$ cat config.mk
export PLATFORM = sky130hd
export DESIGN_NAME = usb_nrzi_tx_encoder
export DESIGN_NICKNAME = d
export VERILOG_FILES = /design/src/rtl/usb_enc_pkg.sv /design/src/rtl/usb_enc_bit_timer.sv /design/src/rtl/usb_nrzi_tx_encoder.sv
export SDC_FILE = /design/constraint.sdc
export NUM_CORES = 1
export LEC_CHECK = 0
export CORE_MARGIN = 10
export CORE_UTILIZATION = 40
export CTS_CLUSTER_SIZE = 10
export DETAILED_ROUTE_END_ITERATION = 7
export GPL_ROUTABILITY_DRIVEN = 0
export PLACE_DENSITY_LB_ADDON = 0.3
export SLEW_MARGIN = 0
export SYNTH_ARGS = -nofsm -noshare
export SYNTH_HDL_FRONTEND = slang
export SYNTH_SLANG_ARGS = --single-unit
$ cat constraint.sdc
create_clock -name clk -period 2.1 [get_ports clk]
set_clock_uncertainty 0.2 [all_clocks]
set_input_delay 0.525 -clock clk [delete_from_list [all_inputs] [get_ports clk]]
set_output_delay 0.525 -clock clk [all_outputs]
set_load 0.05 [all_outputs]
$ cat src/rtl/usb_enc_pkg.sv
// usb_enc_pkg: shared state, line-state encodings and helpers for the USB NRZI TX encoder.
// USB_NRZI_LOW_SPEED_EN selects low-speed J/K polarity.
package usb_enc_pkg;
    typedef logic [1:0] state_t;
    localparam state_t IDLE    = 2'd0;
    localparam state_t DATA    = 2'd1;
    localparam state_t EOP_SE0 = 2'd2;
    localparam state_t EOP_J   = 2'd3;

    // {d_plus, d_minus}
    typedef logic [1:0] line_t;
`ifdef USB_NRZI_LOW_SPEED_EN
    localparam line_t LINE_J = 2'b01;
`else
    localparam line_t LINE_J = 2'b10;
`endif
    localparam line_t LINE_K   = ~LINE_J;
    localparam line_t LINE_SE0 = 2'b00;

    function automatic int max(input int a, input int b);
        return a > b ? a : b;
    endfunction
endpackage

$ cat src/rtl/usb_enc_bit_timer.sv
// usb_enc_bit_timer: free-running wrapping counter that flags the last clk of each USB bit time.
module usb_enc_bit_timer #(
    parameter int CLKS_PER_BIT = 8
) (
    input  logic clk,
    input  logic n_rst,
    output logic bit_tick
);
    localparam int W = $clog2(CLKS_PER_BIT);
    logic [W-1:0] cnt;
    assign bit_tick = cnt == W'(CLKS_PER_BIT - 1);
    always_ff @(posedge clk or negedge n_rst)
        if (!n_rst) cnt <= '0;
        else cnt <= bit_tick ? '0 : cnt + 1'b1;
endmodule

$ cat src/rtl/usb_nrzi_tx_encoder.sv
// usb_nrzi_tx_encoder: NRZI encoder with bit stuffing and configurable SE0+J end-of-packet.
// Define USB_NRZI_LOW_SPEED_EN for low-speed J/K polarity.
module usb_nrzi_tx_encoder
    import usb_enc_pkg::*;
#(
    parameter int CLKS_PER_BIT = 8,
    parameter int STUFF_LEN    = 6,
    parameter int EOP_SE0_BITS = 2,
    parameter int EOP_J_BITS   = 1
) (
    input  logic clk,
    input  logic n_rst,
    input  logic tx_valid,
    input  logic tx_bit,
    output logic tx_ready,
    input  logic eop_req,
    output logic d_plus,
    output logic d_minus,
    output logic busy,
    output logic eop_done,
    output logic underrun
);
    localparam int OW = $clog2(STUFF_LEN + 1);
    localparam int PW = $clog2(max(EOP_SE0_BITS, EOP_J_BITS) + 1);

    logic bit_tick, stuff_due, und_nxt, done_nxt;
    state_t state, state_nxt;
    line_t lvl, lvl_nxt, line_nxt;
    logic [OW-1:0] ones_cnt, ones_nxt;
    logic [PW-1:0] phase, phase_nxt;

    usb_enc_bit_timer #(.CLKS_PER_BIT(CLKS_PER_BIT)) u_timer (
        .clk(clk), .n_rst(n_rst), .bit_tick(bit_tick)
    );

    assign stuff_due = ones_cnt == OW'(STUFF_LEN);
    assign tx_ready  = bit_tick && (state == IDLE || (state == DATA && !stuff_due));
    assign busy      = state != IDLE;

    always_comb begin
        state_nxt = state;
        lvl_nxt   = lvl;
        ones_nxt  = ones_cnt;
        phase_nxt = phase + 1'b1;
        und_nxt   = 1'b0;
        done_nxt  = 1'b0;
        if (bit_tick)
            case (state)
                IDLE: if (tx_valid) begin
                    state_nxt = DATA;
                    lvl_nxt   = tx_bit ? lvl : ~lvl;
                    ones_nxt  = tx_bit ? ones_cnt + 1'b1 : '0;
                end
                DATA: if (stuff_due) begin
                    lvl_nxt  = ~lvl;
                    ones_nxt = '0;
                end else if (tx_valid) begin
                    lvl_nxt  = tx_bit ? lvl : ~lvl;
                    ones_nxt = tx_bit ? ones_cnt + 1'b1 : '0;
                end else begin
                    // without eop_req this is an abort, still terminated by a normal EOP
                    state_nxt = EOP_SE0;
                    ones_nxt  = '0;
                    und_nxt   = !eop_req;
                end
                EOP_SE0: if (phase == PW'(EOP_SE0_BITS - 1)) state_nxt = EOP_J;
                default: if (phase == PW'(EOP_J_BITS - 1)) begin
                    state_nxt = IDLE;
                    lvl_nxt   = LINE_J;
                    done_nxt  = 1'b1;
                end
            endcase
        line_nxt = state_nxt == EOP_SE0 ? LINE_SE0 : state_nxt == DATA ? lvl_nxt : LINE_J;
    end

    always_ff @(posedge clk or negedge n_rst)
        if (!n_rst) begin
            state              <= IDLE;
            lvl                <= LINE_J;
            ones_cnt           <= '0;
            phase              <= '0;
            {d_plus, d_minus}  <= LINE_J;
            eop_done           <= 1'b0;
            underrun           <= 1'b0;
        end else begin
            state              <= state_nxt;
            lvl                <= lvl_nxt;
            ones_cnt           <= ones_nxt;
            phase              <= state_nxt != state ? '0 : (bit_tick ? phase_nxt : phase);
            {d_plus, d_minus}  <= line_nxt;
            eop_done           <= done_nxt;
            underrun           <= und_nxt;
        end
endmodule

==> flow_summary.ini <==
[timing]
maxSlewViolCount = 0
fin_crit_sh_pct = 98.31
max_slew_margin_pct = 71.86
fin_ws_ns = 0.03547
fin_crit_ns = 2.065
fmax_ghz = 0.4844
rsz0062_at_grt = true
hold_violations = 0
tightest_slew_ns = 0.4208
finalSetupViolCount = 0

[routing]
avgRoutedWirePerCell_um = 13.31
drc_errors = 0
first_iter_violations = 15
dr_total_vias = 603
ant_nets = 0
finalWirelength_um = 1651
first_pass_iters = 4
avgViaCountPerCell = 4.863

[setup_path]
critPathKind = flop to primary output
crit_arrival_ns = 1.34
reg2regPathDepth = 7
rrSetupSlack_ns = 0.09
crit_end = tx_ready
worstPathMaxFanout = 2
cp.required_ns = 1.37
r2r_end = d_plus$_DFF_PN1_
startpoint = ones_cnt[0]$_DFFE_PN0P_
r2r-start = ones_cnt[0]$_DFFE_PN0P_
cp-end-kind = primary output
cp-start-kind = flop

[synthesis]
synth_cell_type_count = 30
synthCells = 76
ys_warn_count = 0
synth_top_area_share_pct = 43.08
yosys.area.top_type = dfrtp_1
ys_async_sr_fraction_pct = 100.0
synth_area_per_cell_um2 = 10.70
postSynthNetCount = 87
yosys-top-cells-count = 14 x dfrtp_1, 7 x nor2_1, 6 x ha_1
synth-edff-count = 0
yosysMostFrequentCell = dfrtp_1
synth_area_um2 = 813.3
netlist_top_cells_area = dfrtp_1 43%, ha_1 9.2%, dfstp_2 6.5%
seq_area_frac_synth_pct = 49.54
synthFlopType = dfrtp_1
yosys_register_bits = 16

[clock_tree]
clk_pin_slew_ns = 0.10
cts_root_buffer = clkbuf_4
cts_max_path_buffers = 2
cts_tree = yes
cts_buffers = 3
clock_latency_ns = 0.29
clock_sinks = 16
htreeDepth = 1
cts_hold_buffers = 0

[global_route]
grt_max_degree = 11
grt_pass1_vias = 632
grt_pass1_wl_um = 2967
grt_overflow = 0
grt_usage_pct = 8.767
antenna_found_initial = 0

[power]
clockPowerShare_pct = 29.9
p_int_w = 0.0005040
power_frac_comb_pct = 17.9
switching_share_pct = 26.44
p_per_area_nw_per_um2 = 630.9
leakage_nw = 0.5025
switchingPower_w = 0.0001812
vdd_ir_drop_max_mv = 0.4138
p_seq_share_pct = 52.2
total_power_w = 0.0006852

[finish]
antenna_cells = 0
drive_above_1_share_pct = 34.02
syn_to_final_growth_pct = 33.54
instances_no_fill = 124
nets = 109

[status]
status = complete, no violations

[floorplanning]
coreArea_um2 = 1942
ios = 11
num_rows = 16
dieArea_um2 = 4237
start_util_pct = 41.88
fp.dieW_um = 65.09
dieHeight_um = 65.09

[placed_design]
place_inst = 117
dp_worst_setup_slack_ns = -0.1096
hpwl_um = 1210
port_buffers = 10

[run]
cap_violations = 0

[hold_path]
min_path_type = flop to flop
-- worst max-delay path: stages, from the launching register on --
cell and delay (ns):
dfrtp_1 0.40, inv_1 0.07, ha_2 0.19, nand3_2 0.10, nor2b_4 0.15, buf_12 0.14
-- per-layer routing --
metal	vias up	track usage, %	share of wire (%)
li1	306	-	-
met1	289	11.22	50
met2	8	12.68	46
met3	0	2.881	3.5
met4	0	4.813	0
met5	-	0	0
-- worst min path at each step --
stage | from | endpoint | slack (ns) | cells after the start
after detailed placement | u_timer.cnt[0]$_DFF_PN0_ | u_timer.cnt[0]$_DFF_PN0_ | 0.22 | 1
after CTS | u_timer.cnt[0]$_DFF_PN0_ | u_timer.cnt[0]$_DFF_PN0_ | 0.23 | 1
after floorplan | n_rst | d_minus$_DFF_PN0_ | 0.03 | 0
after global routing | u_timer.cnt[0]$_DFF_PN0_ | u_timer.cnt[0]$_DFF_PN0_ | 0.25 | 1
after global placement | u_timer.cnt[0]$_DFF_PN0_ | u_timer.cnt[0]$_DFF_PN0_ | 0.22 | 1
final | u_timer.cnt[0]$_DFF_PN0_ | u_timer.cnt[0]$_DFF_PN0_ | 0.23 | 1
-- timing repair --
item                                    in CTS  in global routing
endpoints found under the setup margin       1                  2
setup buffers                                2                  1
pin swaps                                    0                  1
gates resized for setup                      5                  2
-- state kept, by name (all words and copies together), names as in the netlist --
| name | cells |
|---|---|
| d_minus | 1 |
| d_plus | 1 |
| eop_done | 1 |
| lvl | 2 |
| ones_cnt | 3 |
| phase | 2 |
| state | 2 |
| u_timer.cnt | 3 |
| underrun | 1 |
-- cell type report --
class                           count  area, µm²
Fill cell                         185      855.8
Tap cell                           27      33.78
Clock buffer                        4      36.28
Multi-Input combinational cell     53      411.6
Inverter                            4      15.01
Timing Repair Buffer               20      185.2
Sequential cell                    16      404.1
-- metrics by stage --
stage                     hold slack [ns]  cell area [µm²]  utilization (%)   TNS [ns]
final                              0.2265             1086            55.93          0
after global placement             0.2158            996.0            51.29    -0.2086
after floorplan                   0.02941            820.8                -          0
after global routing               0.2468             1086            55.93  -0.008136
after CTS                          0.2284             1075            55.35          0
after detailed placement           0.2156            996.0            51.29    -0.3631
-- cell usage in the layout (no fill, tap or decap), types with 2 or more instances in the layout --
master,count
and3_1,2
nor2_1,7
clkbuf_4,3
ha_2,2
nand2_1,3
dfrtp_1,13
a211o_1,2
inv_1,4
xnor2_1,3
ha_1,3
dfstp_2,2
buf_4,14
a31oi_1,2
clkdlybuf4s50_1,4
buf_12,2
nand2b_1,3
nor2b_1,2
o21ai_0,5
-- power groups by stage --
| stage | clock network [W] | registers (W) | logic [W] |
|---|---|---|---|
| global placement | 0 | 0.000363 | 0.000110 |
| finish | 0.000205 | 0.000358 | 0.000122 |
| detailed placement | 0 | 0.000364 | 0.000113 |
| CTS | 0.000210 | 0.000358 | 0.000122 |
| global route | 0.000219 | 0.000362 | 0.000138 |
| floorplan | 0 | 0.000368 | 0.0000620 |
-- cells by family (layout without fill, tap and decap cells) --
kind of cell | count (synthesis) | in the layout | share of synthesized area [%]
AOI/OAI and AO/OA | 15 | 15 | 12.46
xor gates and xnor gates | 3 | 3 | 3.231
adders and majority gates | 6 | 6 | 9.231
buffers and inverters | 7 | 28 | 4.461
DFF | 16 | 16 | 49.54
muxes | 2 | 2 | 3.076
and+or+nand+nor | 27 | 27 | 18.00
Power figures use the tool's default switching activity.
